### src/rtl/id_stage_hz.sv
// Decode stage: register file with optional write-to-read bypass, immediate
// generation, control decode, load-use interlock and the ID/EX pipeline register.
module id_stage_hz #(
  parameter int XLEN   = 32,
  parameter int NREG   = 32,
  parameter int BYPASS = 1,
  parameter int HAZARD = 1
) (
  input  logic            clk,
  input  logic            reset,
  input  logic            if_valid,
  input  logic [31:0]     if_inst,
  input  logic [XLEN-1:0] if_pc,
  input  logic            ex_flush,
  input  logic            ex_stall,
  input  logic            wb_we,
  input  logic [4:0]      wb_rd,
  input  logic [XLEN-1:0] wb_data,
  output logic            id_stall,
  output logic            ex_valid,
  output logic [XLEN-1:0] ex_pc,
  output logic [XLEN-1:0] ex_rs1_data,
  output logic [XLEN-1:0] ex_rs2_data,
  output logic [XLEN-1:0] ex_imm,
  output logic [4:0]      ex_rs1,
  output logic [4:0]      ex_rs2,
  output logic [4:0]      ex_rd,
  output logic [6:0]      ex_opcode,
  output logic [2:0]      ex_funct3,
  output logic            ex_funct7b5,
  output logic            ex_regwen,
  output logic            ex_memwen,
  output logic            ex_illegal,
  output logic [15:0]     stall_cnt
);

  localparam int AW = $clog2(NREG);

  localparam logic [6:0] OP_REG    = 7'b0110011;
  localparam logic [6:0] OP_IMM    = 7'b0010011;
  localparam logic [6:0] OP_LOAD   = 7'b0000011;
  localparam logic [6:0] OP_STORE  = 7'b0100011;
  localparam logic [6:0] OP_BRANCH = 7'b1100011;
  localparam logic [6:0] OP_JAL    = 7'b1101111;
  localparam logic [6:0] OP_JALR   = 7'b1100111;
  localparam logic [6:0] OP_LUI    = 7'b0110111;
  localparam logic [6:0] OP_AUIPC  = 7'b0010111;

  typedef struct packed {
    logic            valid;
    logic [XLEN-1:0] pc;
    logic [XLEN-1:0] rs1_data;
    logic [XLEN-1:0] rs2_data;
    logic [XLEN-1:0] imm;
    logic [4:0]      rs1;
    logic [4:0]      rs2;
    logic [4:0]      rd;
    logic [6:0]      opcode;
    logic [2:0]      funct3;
    logic            funct7b5;
    logic            regwen;
    logic            memwen;
    logic            illegal;
  } idex_t;

  logic [XLEN-1:0] regs_q [NREG-1:1];
  logic [XLEN-1:0] regs_d [NREG-1:1];
  idex_t           idex_q, idex_d, dec;
  logic [15:0]     stall_cnt_q, stall_cnt_d;

  logic [6:0]      opcode;
  logic [4:0]      rd, rs1_idx, rs2_idx;
  logic            uses_rs1, uses_rs2, legal, hazard;
  logic [31:0]     imm32;
  logic [XLEN-1:0] rs1_data, rs2_data;

  always_comb begin
    regs_d = regs_q;
    if (wb_we && wb_rd != 5'd0 && int'(wb_rd) < NREG)
      regs_d[wb_rd[AW-1:0]] = wb_data;
  end

  always_comb begin
    opcode   = if_inst[6:0];
    rd       = if_inst[11:7];
    uses_rs1 = !(opcode inside {OP_JAL, OP_LUI, OP_AUIPC});
    uses_rs2 = opcode inside {OP_REG, OP_STORE, OP_BRANCH};
    rs1_idx  = uses_rs1 ? if_inst[19:15] : 5'd0;
    rs2_idx  = uses_rs2 ? if_inst[24:20] : 5'd0;
    legal    = opcode inside {OP_REG, OP_IMM, OP_LOAD, OP_STORE, OP_BRANCH,
                              OP_JAL, OP_JALR, OP_LUI, OP_AUIPC};
  end

  // Index 0 and indices beyond NREG read as zero, which also covers unused operands.
  always_comb begin
    rs1_data = '0;
    rs2_data = '0;
    if (rs1_idx != 5'd0 && int'(rs1_idx) < NREG) begin
      if (BYPASS != 0 && wb_we && wb_rd == rs1_idx) rs1_data = wb_data;
      else                                          rs1_data = regs_q[rs1_idx[AW-1:0]];
    end
    if (rs2_idx != 5'd0 && int'(rs2_idx) < NREG) begin
      if (BYPASS != 0 && wb_we && wb_rd == rs2_idx) rs2_data = wb_data;
      else                                          rs2_data = regs_q[rs2_idx[AW-1:0]];
    end
  end

  always_comb begin
    case (opcode)
      OP_IMM, OP_LOAD, OP_JALR: imm32 = {{20{if_inst[31]}}, if_inst[31:20]};
      OP_STORE:  imm32 = {{20{if_inst[31]}}, if_inst[31:25], if_inst[11:7]};
      OP_BRANCH: imm32 = {{19{if_inst[31]}}, if_inst[31], if_inst[7], if_inst[30:25],
                          if_inst[11:8], 1'b0};
      OP_LUI, OP_AUIPC: imm32 = {if_inst[31:12], 12'd0};
      OP_JAL:    imm32 = {{11{if_inst[31]}}, if_inst[31], if_inst[19:12], if_inst[20],
                          if_inst[30:21], 1'b0};
      default:   imm32 = '0;
    endcase
  end

  always_comb begin
    dec          = '0;
    dec.valid    = 1'b1;
    dec.pc       = if_pc;
    dec.rs1_data = rs1_data;
    dec.rs2_data = rs2_data;
    dec.imm      = {{(XLEN-31){imm32[31]}}, imm32[30:0]};
    dec.rs1      = rs1_idx;
    dec.rs2      = rs2_idx;
    dec.rd       = rd;
    dec.opcode   = opcode;
    dec.funct3   = if_inst[14:12];
    dec.funct7b5 = if_inst[30];
    dec.regwen   = legal && (rd != 5'd0) &&
                   (opcode inside {OP_REG, OP_IMM, OP_LOAD, OP_JAL, OP_JALR, OP_LUI, OP_AUIPC});
    dec.memwen   = (opcode == OP_STORE);
    dec.illegal  = !legal;
    if (!if_valid) dec = '0;
  end

  always_comb begin
    hazard = (HAZARD != 0) && idex_q.valid && (idex_q.opcode == OP_LOAD) &&
             (idex_q.rd != 5'd0) && if_valid &&
             ((uses_rs1 && if_inst[19:15] == idex_q.rd) ||
              (uses_rs2 && if_inst[24:20] == idex_q.rd));
    id_stall = (hazard || ex_stall) && !ex_flush && !reset;
  end

  // Priority: flush, then downstream hold, then load-use bubble, then normal load.
  always_comb begin
    idex_d      = idex_q;
    stall_cnt_d = stall_cnt_q;
    if (ex_flush) begin
      idex_d = '0;
    end else if (!ex_stall) begin
      if (hazard) begin
        idex_d = '0;
        if (stall_cnt_q != 16'hFFFF) stall_cnt_d = stall_cnt_q + 16'd1;
      end else begin
        idex_d = dec;
      end
    end
  end

  always_ff @(posedge clk) begin
    if (reset) begin
      regs_q      <= '{default: '0};
      idex_q      <= '0;
      stall_cnt_q <= '0;
    end else begin
      regs_q      <= regs_d;
      idex_q      <= idex_d;
      stall_cnt_q <= stall_cnt_d;
    end
  end

  assign ex_valid    = idex_q.valid;
  assign ex_pc       = idex_q.pc;
  assign ex_rs1_data = idex_q.rs1_data;
  assign ex_rs2_data = idex_q.rs2_data;
  assign ex_imm      = idex_q.imm;
  assign ex_rs1      = idex_q.rs1;
  assign ex_rs2      = idex_q.rs2;
  assign ex_rd       = idex_q.rd;
  assign ex_opcode   = idex_q.opcode;
  assign ex_funct3   = idex_q.funct3;
  assign ex_funct7b5 = idex_q.funct7b5;
  assign ex_regwen   = idex_q.regwen;
  assign ex_memwen   = idex_q.memwen;
  assign ex_illegal  = idex_q.illegal;
  assign stall_cnt   = stall_cnt_q;

endmodule

### config.mk
export PLATFORM = sky130hd
export DESIGN_NAME = id_stage_hz
export DESIGN_NICKNAME = d
export VERILOG_FILES = /design/src/rtl/id_stage_hz.sv
export SDC_FILE = /design/constraint.sdc
export NUM_CORES = 2
export LEC_CHECK = 0
export ABC_AREA = 1
export BUFFER_PORTS_ARGS = -buffer_cell sky130_fd_sc_hd__buf_2
export CAP_MARGIN = 20
export CORE_ASPECT_RATIO = 2
export CORE_MARGIN = 4
export CORE_UTILIZATION = 30
export CTS_BUF_LIST = sky130_fd_sc_hd__clkbuf_8
export CTS_CLUSTER_SIZE = 12
export DETAILED_ROUTE_END_ITERATION = 10
export SLEW_MARGIN = 10
export SYNTH_ARGS = -nofsm -noshare
export SYNTH_HDL_FRONTEND = slang
export SYNTH_SLANG_ARGS = --single-unit
### constraint.sdc
create_clock -name clk -period 2.1 [get_ports clk]
set_input_delay 0.42 -clock clk [delete_from_list [all_inputs] [get_ports clk]]
set_output_delay 0.42 -clock clk [all_outputs]
set_load 0.05 [all_outputs]
==> impl_metrics.py <==
metrics = {
    "timing": {
        "timing.final.setup_violations": 161,
        "hold_viol": 0,
        "unrepaired_setup_endpoints_after_global_routing": "yes",
        "timing_max_transition_violations_final": 0,
        "worstMarginPinSlew_ns": 0.9167,
        "final_period_minus_worst_setup_slack_ns": 3.004,
        "final_critical_path_setup_slack_ns": -0.9044,
        "relSlewSlack_pct": 38.89,
        "fraction_of_the_cycle_the_final_worst_path_needs_pct": 143.1,
        "finalClockSkew_ns": 0.1107,
        "worst_hold_slack_ns": 0.06166,
        "achievable-frequency_ghz": 0.3328,
    },
    "yosys": {
        "synth_xor_xnor_area_share_pct": 0.2154,
        "syn_area_per_cell_um2": 6.356,
        "synth-async-reset-ratio_pct": 0,
        "synth.ff_latch_count": 1166,
        "netlist_area_pre_place_um2": 61000,
        "synthesis.yosys.warnings": 0,
        "synthTopCellsByArea": "sky130_fd_sc_hd__dfxtp_1 38%, sky130_fd_sc_hd__nand2_1 13%, sky130_fd_sc_hd__o21ai_0 10%",
        "synth-adder-area-share_pct": 0.02051,
        "synth_largest_area_cell": "sky130_fd_sc_hd__dfxtp_1",
        "simple_logic_cell_fraction_of_the_synthesized_area_pct": 30.96,
        "synth_enable_flop_cells": 0,
        "synth.net_count": 9705,
        "synth_top_family_by_area": "simple AND/OR/NAND/NOR gates",
        "post_synth_inst_count": 9597,
        "synthMostInstantiatedCell": "sky130_fd_sc_hd__nand2_1",
        "synth_top_area_share_pct": 38.27,
        "ys_seq_area_share_pct": 38.27,
        "synth_top_cells_by_count": "2032 x sky130_fd_sc_hd__nand2_1, 1470 x sky130_fd_sc_hd__nor2_1, 1231 x sky130_fd_sc_hd__o21ai_0",
        "compound_gate_fraction_of_synth_area_pct": 21.34,
        "synth.mux.area_fraction_pct": 0,
        "synth.distinct_cells": 37,
        "synthFlopType": "sky130_fd_sc_hd__dfxtp_1",
    },
    "setup_path": {
        "cp.arrival_ns": 2.58,
        "timing.critical_path.slowest_stage_cell": "sky130_fd_sc_hd__dfxtp_2",
        "max_stage_delay_ns": 0.38,
        "crit_path_max_fanout": 4,
        "setup.reg_to_reg.worst_slack_ns": -0.90,
        "crit_path_cell_trace": "inv_2 > nand2_2 > nand4_1 > nor3_2 > nand3_1 > nand2_2 > nand2_4 > buf_6 > a21oi_4 > buf_8",
        "cp_common_cell": "sky130_fd_sc_hd__nand2_2",
        "criticalPathCategory": "flip-flop to primary output",
        "critical_path.endpoint_type": "primary output",
        "cp.required_ns": 1.68,
        "setup.worst_path.start_class": "flip-flop",
    },
    "placed_design": {
        "portBuffers": 281,
        "weighted_congestion_at_the_end_of_routability_driven_global_placement": 1.041,
        "hpwl_mm": 229.9,
    },
    "global_route": {
        "grt_pass1_wl_mm": 490.4,
        "globalRouteOverflowTotal": 0,
        "grt_max_degree": 159,
        "first_global_vias": 70914,
        "globalRouteTotalUtil_pct": 31.40,
        "grt_antenna_before_repair": 14,
    },
    "layout": {
        "area_delta_synth_final_pct": 30.03,
        "fin_util_pct": 39.32,
        "nNetsFinal": 10293,
        "fill_cells": 21027,
        "drive_above_1_share_pct": 18.30,
        "sequential_cell_area_um2": 23420,
        "multiInputGateArea_um2": 33810,
    },
    "job": {
        "maxCapViolCount": 0,
    },
    "floorplanning": {
        "design.portCount": 282,
        "fp.dieW_um": 326.8,
        "fp.dieH_um": 645.7,
        "die-area_um2": 211000,
        "start_util_pct": 30.24,
        "site_rows": 233,
        "fp.coreArea_um2": 201700,
    },
    "cts": {
        "tritoncts": "yes",
        "cts.sinks": 1166,
        "h_tree_depth": 4,
        "clockRootBuffer": "sky130_fd_sc_hd__clkbuf_8",
        "clk_pin_slew_worst_paths_ns": 0.07,
        "cts-root-to-sink-buffers": 4,
        "inserted_clock_buffers": 185,
        "insertion_delay_ns": 0.98,
    },
    "routing": {
        "avgViaCountPerCell": 5.740,
        "drt_wl_total_mm": 351.7,
        "drc": 0,
        "count_of_tritonroute_iterations_in_the_first_routing_pass": 9,
        "wl_per_cell_um": 26.98,
        "ant_nets": 0,
        "detailedRoute.firstIterationViolations": 9323,
        "routed-via-count": 74827,
    },
    "min_path": {
        "worst_hold_path_type": "input pin to flip-flop",
    },
    "outcome": {
        "outcome": "complete, but fails checks",
        "failed_checks": "negative setup slack",
    },
    "power_and_ir_drop": {
        "maximum_ir_drop_on_the_vdd_rail_v": 0.0004561,
        "pd_cells_nw_per_um2": 640.4,
        "power.static_leakage_nw": 31.53,
    },
}
==> cells in the final DEF, fill, tap and decap left out, types with 60 or more instances in the layout <==
| cell type | Yosys | routed |
|---|---|---|
| sky130_fd_sc_hd__nand3_1 | 1063 | 1035 |
| sky130_fd_sc_hd__o21ai_0 | 1231 | 1231 |
| sky130_fd_sc_hd__o211ai_1 | 380 | 380 |
| sky130_fd_sc_hd__buf_12 | 0 | 226 |
| sky130_fd_sc_hd__nand2_4 | 6 | 63 |
| sky130_fd_sc_hd__inv_1 | 487 | 513 |
| sky130_fd_sc_hd__nor2_1 | 1470 | 1394 |
| sky130_fd_sc_hd__buf_4 | 15 | 646 |
| sky130_fd_sc_hd__dlygate4sd3_1 | 0 | 92 |
| sky130_fd_sc_hd__nor2_4 | 2 | 60 |
| sky130_fd_sc_hd__dfxtp_1 | 1166 | 1125 |
| sky130_fd_sc_hd__buf_2 | 254 | 220 |
| sky130_fd_sc_hd__a21oi_1 | 743 | 636 |
| sky130_fd_sc_hd__a21oi_2 | 1 | 106 |
| sky130_fd_sc_hd__clkbuf_8 | 0 | 241 |
| sky130_fd_sc_hd__nand2_1 | 2032 | 1925 |
==> flip-flops by register name (all words and copies together), names as in the netlist, 3 cells and up <==
register     flops
stall_cnt       16
ex_opcode        7
ex_rd            5
ex_rs2_data     32
regs_q         992
ex_rs1           5
ex_rs2           5
ex_imm          32
ex_rs1_data     32
ex_pc           32
ex_funct3        3
==> cells by family (layout without fill, tap and decap cells) <==
kind of cell | count (synthesis) | after routing
DFF | 1166 | 1166
other | 0 | 12
and+or+nand+nor | 4622 | 4622
buffers and inverters | 1391 | 2115
AOI/OAI and AO/OA | 2402 | 2402
adders and majority gates | 1 | 1
xor gates and xnor gates | 15 | 15
==> power breakdown <==
part	total, mW	switching, mW	leakage [nW]	internal (mW)
Sequential	22.6	0.190	9.44	22.4
Clock	21.2	10.3	2.16	10.9
Combinational	7.04	4.73	19.9	2.30
==> worst max-delay path: cells and delay by family (launching register included) <==
family,cells,cell delay [ns]
buffers and inverters,3,0.36
AOI/OAI and AO/OA,1,0.12
DFF,1,0.38
and+or+nand+nor,6,0.73
==> per-layer routing <==
layer	vias up	track usage [%]	wire length (um)
met1	34696	32.09	112600
met3	1970	7.257	34360
li1	32865	-	-
met5	-	0	42
met4	8	33.25	46920
met2	5288	50.93	157800
==> path summary, 6_finish.rpt <==
path	startpoint	end	cells past startpoint
worst max-delay path	ex_rd[1]	id_stall	10
worst max register to register	ex_rd[1]	ex_rs1_data[2]	23
worst min-delay path	wb_data[2]	regs_q[802]	4
worst min register to register	regs_q[519]	regs_q[519]	2
==> layout make-up <==
cell class	count	share of cell area (%)
repair buffers	1275	16.20
clock buffers	241	4.182
flip-flops and latches	1166	29.53
clock inverters	82	0.6294
inverters	517	2.524
well taps	2702	4.262
multi-input cells	7040	42.63
diodes	12	0.03786
==> timing repair <==
item                       4_1_cts  5_1_grt
hold endpoints to repair       359        0
pin swaps                        4      131
resized for setup              157      457
setup endpoints to repair      226      161
buffers inserted                20       28
hold buffers                    92        0
cloned                           5       19
==> per-stage QoR <==
step	cells	power [mW]	instance area (um^2)	setup WS, ns	TNS, ns
final	13035	50.80	79310	-0.9044	-123.20
after global placement	12543	29.18	71490	-1.215	-182.77
after floorplan	9597	25.93	61030	0.0004516	0
after CTS	12983	50.26	76990	-0.8480	-5.177
after global routing	13026	51.97	79290	-1.011	-140.85
after detailed placement	12543	29.22	71490	-1.199	-186.34
Power figures use the tool's default switching activity.
